**config.mk**
```make
export PLATFORM = sky130hd
export DESIGN_NAME = spi_pwm_regbank
export DESIGN_NICKNAME = d
export VERILOG_FILES = /design/src/rtl/spi_pwm_pkg.sv /design/src/rtl/spi_slave_if.sv /design/src/rtl/spi_pwm_regbank.sv
export SDC_FILE = /design/constraint.sdc
export NUM_CORES = 1
export LEC_CHECK = 0
export BUFFER_PORTS_ARGS = -buffer_cell sky130_fd_sc_hd__buf_4
export CAP_MARGIN = 20
export CORE_UTILIZATION = 57
export DETAILED_ROUTE_END_ITERATION = 12
export PLACE_DENSITY_LB_ADDON = 0.05
export SLEW_MARGIN = 20
export SYNTH_ARGS = -nofsm -noshare
export SYNTH_HDL_FRONTEND = slang
export SYNTH_SLANG_ARGS = --single-unit
```
**constraint.sdc**
```tcl
create_clock -name clk -period 2.1 [get_ports clk]
set_input_delay 0.42 -clock clk [delete_from_list [all_inputs] [get_ports clk]]
set_output_delay 0.42 -clock clk [all_outputs]
set_load 0.03 [all_outputs]
```
**src/rtl/spi_pwm_pkg.sv**
```systemverilog
// spi_pwm_pkg: register map, control bit positions, reset values and SPI FSM states
package spi_pwm_pkg;

    localparam logic [6:0] ADDR_ID       = 7'h00;
    localparam logic [6:0] ADDR_CTRL     = 7'h01;
    localparam logic [6:0] ADDR_PRESCALE = 7'h02;
    localparam logic [6:0] ADDR_PERIOD   = 7'h03;
    localparam logic [6:0] ADDR_DUTY0    = 7'h04;

    localparam int CTRL_EN  = 0;
    localparam int CTRL_POL = 1;

    localparam logic [1:0] RST_CTRL     = 2'b00;
    localparam logic [7:0] RST_PRESCALE = 8'h00;
    localparam logic [7:0] RST_PERIOD   = 8'hFF;
    localparam logic [7:0] RST_DUTY     = 8'h00;

    typedef enum logic [1:0] {IDLE, CMD, DATA, DONE} spi_state_t;

endpackage

```
**src/rtl/spi_slave_if.sv**
```systemverilog
// spi_slave_if: oversampled SPI mode-0 slave turning 16-bit frames into register strobes
module spi_slave_if
    import spi_pwm_pkg::*;
#(
    parameter int SYNC_STAGES = 2
) (
    input  logic       clk,
    input  logic       rst_n,
    input  logic       sclk,
    input  logic       mosi,
    input  logic       cs_n,
    input  logic [7:0] rdata,
    output logic       miso,
    output logic [6:0] addr,
    output logic [7:0] wdata,
    output logic       wr_stb,
    output logic       rd_req
);

    logic [SYNC_STAGES-1:0] sclk_q, mosi_q, cs_q;
    logic                   sclk_d, cs_d;
    logic                   sclk_s, mosi_s, cs_s, rise, fall, cs_fall;
    spi_state_t             state, state_nx;
    logic [3:0]             bcnt;
    logic [6:0]             rx;
    logic [7:0]             tx;
    logic                   rw;

    assign sclk_s  = sclk_q[SYNC_STAGES-1];
    assign mosi_s  = mosi_q[SYNC_STAGES-1];
    assign cs_s    = cs_q[SYNC_STAGES-1];
    assign rise    = sclk_s & ~sclk_d;
    assign fall    = ~sclk_s & sclk_d;
    assign cs_fall = ~cs_s & cs_d;
    assign miso    = (state == DATA) & tx[7];

    always_ff @(posedge clk or negedge rst_n)
        if (!rst_n) begin
            sclk_q <= '0;
            mosi_q <= '0;
            cs_q   <= '1;
            sclk_d <= 1'b0;
            cs_d   <= 1'b1;
        end else begin
            sclk_q <= {sclk_q[SYNC_STAGES-2:0], sclk};
            mosi_q <= {mosi_q[SYNC_STAGES-2:0], mosi};
            cs_q   <= {cs_q[SYNC_STAGES-2:0], cs_n};
            sclk_d <= sclk_s;
            cs_d   <= cs_s;
        end

    always_comb begin
        state_nx = cs_s                                         ? IDLE :
                   (state == IDLE && cs_fall)                   ? CMD  :
                   (state == CMD  && rise && bcnt == 4'd7)      ? DATA :
                   (state == DATA && rise && bcnt == 4'd15)     ? DONE : state;
        wr_stb   = state == DATA && rise && bcnt == 4'd15 && rw && !cs_s;
        wdata    = {rx, mosi_s};
    end

    always_ff @(posedge clk or negedge rst_n)
        if (!rst_n) begin
            state  <= IDLE;
            bcnt   <= '0;
            rx     <= '0;
            tx     <= '0;
            rw     <= 1'b0;
            addr   <= '0;
            rd_req <= 1'b0;
        end else begin
            state  <= state_nx;
            rd_req <= state == CMD && state_nx == DATA;
            if (state == IDLE)
                bcnt <= '0;
            else if (rise) begin
                bcnt <= bcnt + 4'd1;
                rx   <= {rx[5:0], mosi_s};
            end
            if (state == CMD && state_nx == DATA) begin
                rw   <= rx[6];
                addr <= {rx[5:0], mosi_s};
            end
            // the fall right after the 8th rise must keep bit7 on miso for the master
            if (rd_req)
                tx <= rdata;
            else if (state == DATA && fall && bcnt != 4'd8)
                tx <= {tx[6:0], 1'b0};
        end

endmodule

```
**src/rtl/spi_pwm_regbank.sv**
```systemverilog
// spi_pwm_regbank: SPI-programmed register bank driving N_CH shadowed PWM channels
module spi_pwm_regbank
    import spi_pwm_pkg::*;
#(
    parameter int         N_CH        = 4,
    parameter logic [7:0] ID_VALUE    = 8'h96,
    parameter int         SYNC_STAGES = 2
) (
    input  logic            clk,
    input  logic            rst_n,
    input  logic            sclk,
    input  logic            mosi,
    input  logic            cs_n,
    output logic            miso,
    output logic [N_CH-1:0] pwm_out
);

    logic [6:0]      addr;
    logic [7:0]      wdata, rdata, duty_rd;
    logic            wr_stb, rd_req;
    logic [1:0]      ctrl;
    logic [7:0]      prescale, period, period_sh, pcnt, cnt;
    logic [7:0]      duty    [N_CH];
    logic [7:0]      duty_sh [N_CH];
    logic            en, pol, tick, wrap, load_sh;
    logic [N_CH-1:0] raw;

    spi_slave_if #(.SYNC_STAGES(SYNC_STAGES)) u_spi (
        .clk    (clk),
        .rst_n  (rst_n),
        .sclk   (sclk),
        .mosi   (mosi),
        .cs_n   (cs_n),
        .rdata  (rdata),
        .miso   (miso),
        .addr   (addr),
        .wdata  (wdata),
        .wr_stb (wr_stb),
        .rd_req (rd_req)
    );

    assign en   = ctrl[CTRL_EN];
    assign pol  = ctrl[CTRL_POL];
    // >= rather than == so a limit written below the running count still wraps
    assign tick = en && pcnt >= prescale;
    assign wrap = tick && cnt >= period_sh;
    // shadows track while disabled so enabling starts from the current registers
    assign load_sh = !en || wrap;

    always_comb begin
        duty_rd = '0;
        for (int i = 0; i < N_CH; i++)
            if (addr == 7'(ADDR_DUTY0 + i)) duty_rd = duty[i];
    end

    assign rdata = !rd_req                 ? 8'h00         :
                   addr == ADDR_ID         ? ID_VALUE      :
                   addr == ADDR_CTRL       ? {6'b0, ctrl}  :
                   addr == ADDR_PRESCALE   ? prescale      :
                   addr == ADDR_PERIOD     ? period        : duty_rd;

    always_ff @(posedge clk or negedge rst_n)
        if (!rst_n) begin
            ctrl     <= RST_CTRL;
            prescale <= RST_PRESCALE;
            period   <= RST_PERIOD;
            for (int i = 0; i < N_CH; i++) duty[i] <= RST_DUTY;
        end else if (wr_stb) begin
            if (addr == ADDR_CTRL)     ctrl     <= wdata[1:0];
            if (addr == ADDR_PRESCALE) prescale <= wdata;
            if (addr == ADDR_PERIOD)   period   <= wdata;
            for (int i = 0; i < N_CH; i++)
                if (addr == 7'(ADDR_DUTY0 + i)) duty[i] <= wdata;
        end

    always_ff @(posedge clk or negedge rst_n)
        if (!rst_n) begin
            pcnt      <= '0;
            cnt       <= '0;
            period_sh <= RST_PERIOD;
            for (int i = 0; i < N_CH; i++) duty_sh[i] <= RST_DUTY;
            pwm_out   <= '0;
        end else begin
            pcnt <= (!en || tick) ? 8'h00 : pcnt + 8'd1;
            cnt  <= (!en || wrap) ? 8'h00 : tick ? cnt + 8'd1 : cnt;
            if (load_sh) begin
                period_sh <= period;
                for (int i = 0; i < N_CH; i++) duty_sh[i] <= duty[i];
            end
            pwm_out <= en ? raw ^ {N_CH{pol}} : {N_CH{pol}};
        end

    for (genvar g = 0; g < N_CH; g++) begin : g_ch
        assign raw[g] = cnt < duty_sh[g];
    end

endmodule

```
==> impl_metrics.toml <==
[outcome]
status = "complete, but fails checks"
violations = "negative setup slack"

[setup_path]
ff2ff_path_depth = 8
cp-end-kind = "flip-flop"
cp_max_fo = 8
crit_required_ns = 2.42
cp-start-kind = "flip-flop"
crit_arrival_ns = 2.60
timing_worst_setup_path_type = "reg -> reg"

[finish]
area_delta_synth_final_pct = 22.3
drive_above_1_share = 0.315
nets = 780
design_area_sq_um = 9430
antenna_cells = 0
final_cells = 916

[floorplan]
die_area_sq_um = 14000
die_h_microns = 118
fp.dieW_microns = 118
io_pins = 10
core_area_sq_um = 13200
row_count = 42
initial_core_util = 0.584

[synthesis]
synth_edf_count = 0
syn_inst = 643
synth_common_cells = "dfrtp_1, inv_1, ha_1"
synth-xor-area-share = 0.0136
synthAdderAreaFrac = 0.0779
synth-seq-cells = 148
syn_area_per_cell_sq_um = 12.0
synthArstFlopShare = 1.00
yosys-top-cells-area = "dfrtp_1, ha_1, mux2_4, mux2_1, dfstp_2"
ys_types = 60
synthesis.area_sq_um = 7710
ys.flop_type = "dfrtp_1"
yosys.area_share.simple = 0.100
ys_seq_area_frac = 0.484
synth_nets = 696
yosys_warnings = 0
synth_top_family_by_area = "multiplexers"
synth_top_area_cell = "dfrtp_1"
yosysMostFrequentCell = "dfrtp_1"
synth_compound_area_frac = 0.0943
synth_top_area_share = 0.419
synthMuxAreaShare = 0.188

[timing]
final.setup_skew_ns = 0.00752
hold_ws_ns = 0.0954
hold_viol = 0
rsz0062_at_grt = "yes"
max_freq_mhz = 438
period_share = 1.09
setup_violations = 40
finalCriticalPeriod_ns = 2.28
fin_setup_tns_ns = -5.96
max_slew_margin = 0.358
worstMarginPinSlew_ns = 0.956
finalWorstSetupSlack_ns = -0.182
slew_viol_final = 0

[route]
wl_per_cell_microns = 19.4
drc = 0
ant_nets = 0
routed_via_density = 5.74
via_count = 5258
firstDrtPassIters = 5
routed_wl_microns = 17800
drt-initial-drc-count = 254

[clock_network]
max-clock-path-buffers = 2
clkTransAtPathRegs_ns = 0.06
cts-buffers-inserted = 17
clock_latency_ns = 0.43
htree_num_levels = 4
root_buffer = "clkbuf_16"
clock-sinks = 148
cts_tree = "built"

[pwr]
leakage_nw = 4.44
ir_drop_v = 0.000711
powerDensity_nw_per_um2 = 662

[placement]
dp_slack_ns = -0.239
placedCellCount = 870
dpl_cell_area_sq_um = 8530
gp_congestion = 0.902
dp_hpwl_microns = 12400
io_buffer_count = 9

[global_routing]
grt_max_degree = 46
antenna_found_initial = 0
grt_pass1_vias = 5338
grt_usage = 0.273
grt_pass1_wl_microns = 28500
grt_remaining_overflow = 0

[min_path]
hold_depth = 1
hp-class = "in -> reg"

[flow_run]
maxCapViolCount = 0
==> repair_timing <==
item / CTS / global route
hold buffers: 1 / 0
gates resized for setup: 11 / 16
setup buffers: 5 / 5
pin swaps: 1 / 6
endpoints found under the setup margin: 41 / 95
endpoints found under the hold margin: 33 / 0
gates cloned: 2 / 1
==> cell usage in the layout (no fill, tap or decap), types with 3 or more instances in the layout <==
master	Yosys	routed
dfrtp_1	129	129
buf_4	0	67
inv_1	56	52
mux2_1	45	45
mux2_4	39	39
ha_1	48	39
nand2_1	33	33
nor2_1	23	23
o21ai_0	22	22
a21oi_1	22	21
mux2_2	20	20
dfstp_2	19	19
clkbuf_16	0	18
nand3_1	15	15
mux2i_1	13	13
a21o_1	11	11
buf_12	0	11
nand2b_1	11	10
o22ai_1	9	9
nor3_1	9	8
nor2b_1	7	7
xor2_1	7	7
ha_4	0	7
and3_1	6	6
o221ai_1	6	6
o211ai_1	6	6
xnor2_1	5	5
nor3_4	5	5
nand4_1	4	4
a211oi_1	4	4
inv_2	0	4
a22oi_1	4	4
or3_1	5	4
clkinv_2	0	4
clkinv_4	0	4
a31oi_1	3	3
and2_1	3	3
clkinvlp_4	0	3
buf_6	5	3
==> per-stage QoR <==
step / util / power, W
after floorplan: - / 0.00310
after global placement: 0.647 / 0.00331
after detailed placement: 0.647 / 0.00330
after CTS: 0.702 / 0.00629
after global routing: 0.715 / 0.00643
final: 0.715 / 0.00624
==> registers in the layout, summed over array words and instances (netlist names) <==
name,count
u_spi.cs_d,1
duty_sh,32
u_spi.tx,8
u_spi.addr,7
u_spi.mosi_q,2
u_spi.rd_req,1
u_spi.state,2
u_spi.bcnt,4
u_spi.rw,1
duty,32
period,8
u_spi.sclk_d,1
pcnt,8
cnt,8
prescale,8
pwm_out,4
u_spi.cs_q,2
u_spi.rx,7
u_spi.sclk_q,2
ctrl,2
period_sh,8
==> power breakdown <==
| part | internal [W] | leakage, nW | switching [W] |
|---|---|---|---|
| Combinational | 0.0000651 | 2.19 | 0.0000811 |
| Sequential | 0.00291 | 1.98 | 0.000199 |
| Clock | 0.00175 | 0.281 | 0.00123 |
==> critical path: stages (launching register included) <==
cell       delay (ns)
dfstp_2          0.52
inv_1            0.06
ha_2             0.33
inv_1            0.04
o21ai_1          0.15
a41oi_2          0.06
or3_4            0.49
clkbuf_16        0.22
mux2_4           0.30
==> path summary, 6_finish.rpt <==
path	from	end	slack [ns]
max in group asynchronous	rst_n	period_sh[5]$_DFFE_PN1P_	0.94
setup / recovery	period_sh[5]$_DFFE_PN1P_	duty_sh[7]$_DFFE_PN0P_	-0.18
min in group asynchronous	rst_n	cnt[5]$_DFFE_PN0P_	0.48
hold / removal	cs_n	u_spi.cs_q[0]$_DFF_PN1_	0.1
hold reg to reg	u_spi.sclk_q[0]$_DFF_PN0_	u_spi.sclk_q[1]$_DFF_PN0_	0.36
setup reg to reg	period_sh[5]$_DFFE_PN1P_	duty_sh[7]$_DFFE_PN0P_	-0.18
==> cells by family after synthesis <==
family                     Yosys count
DFF                                148
and+or+nand+nor                    135
muxes                              117
AOI/OAI and AO/OA                  107
buffers and inverters               76
adders and majority gates           48
xor gates and xnor gates            12
==> layout make-up <==
cell class	count	area, sq um
multi-input combinational	419	3840
fill	931	3760
tap	176	220
inverter	56	210
clock buffer	17	425
clock inverter	15	158
timing repair buffer	85	847
sequential	148	3730
==> layer usage <==
layer  vias up  part of all wire  track usage
li1       2490                 -            -
met1      2640              0.44        0.370
met5         -                 0            0
met3        26             0.049       0.0541
met4         0             0.018       0.0905
met2       102              0.49        0.440
Power figures use the tool's default switching activity.
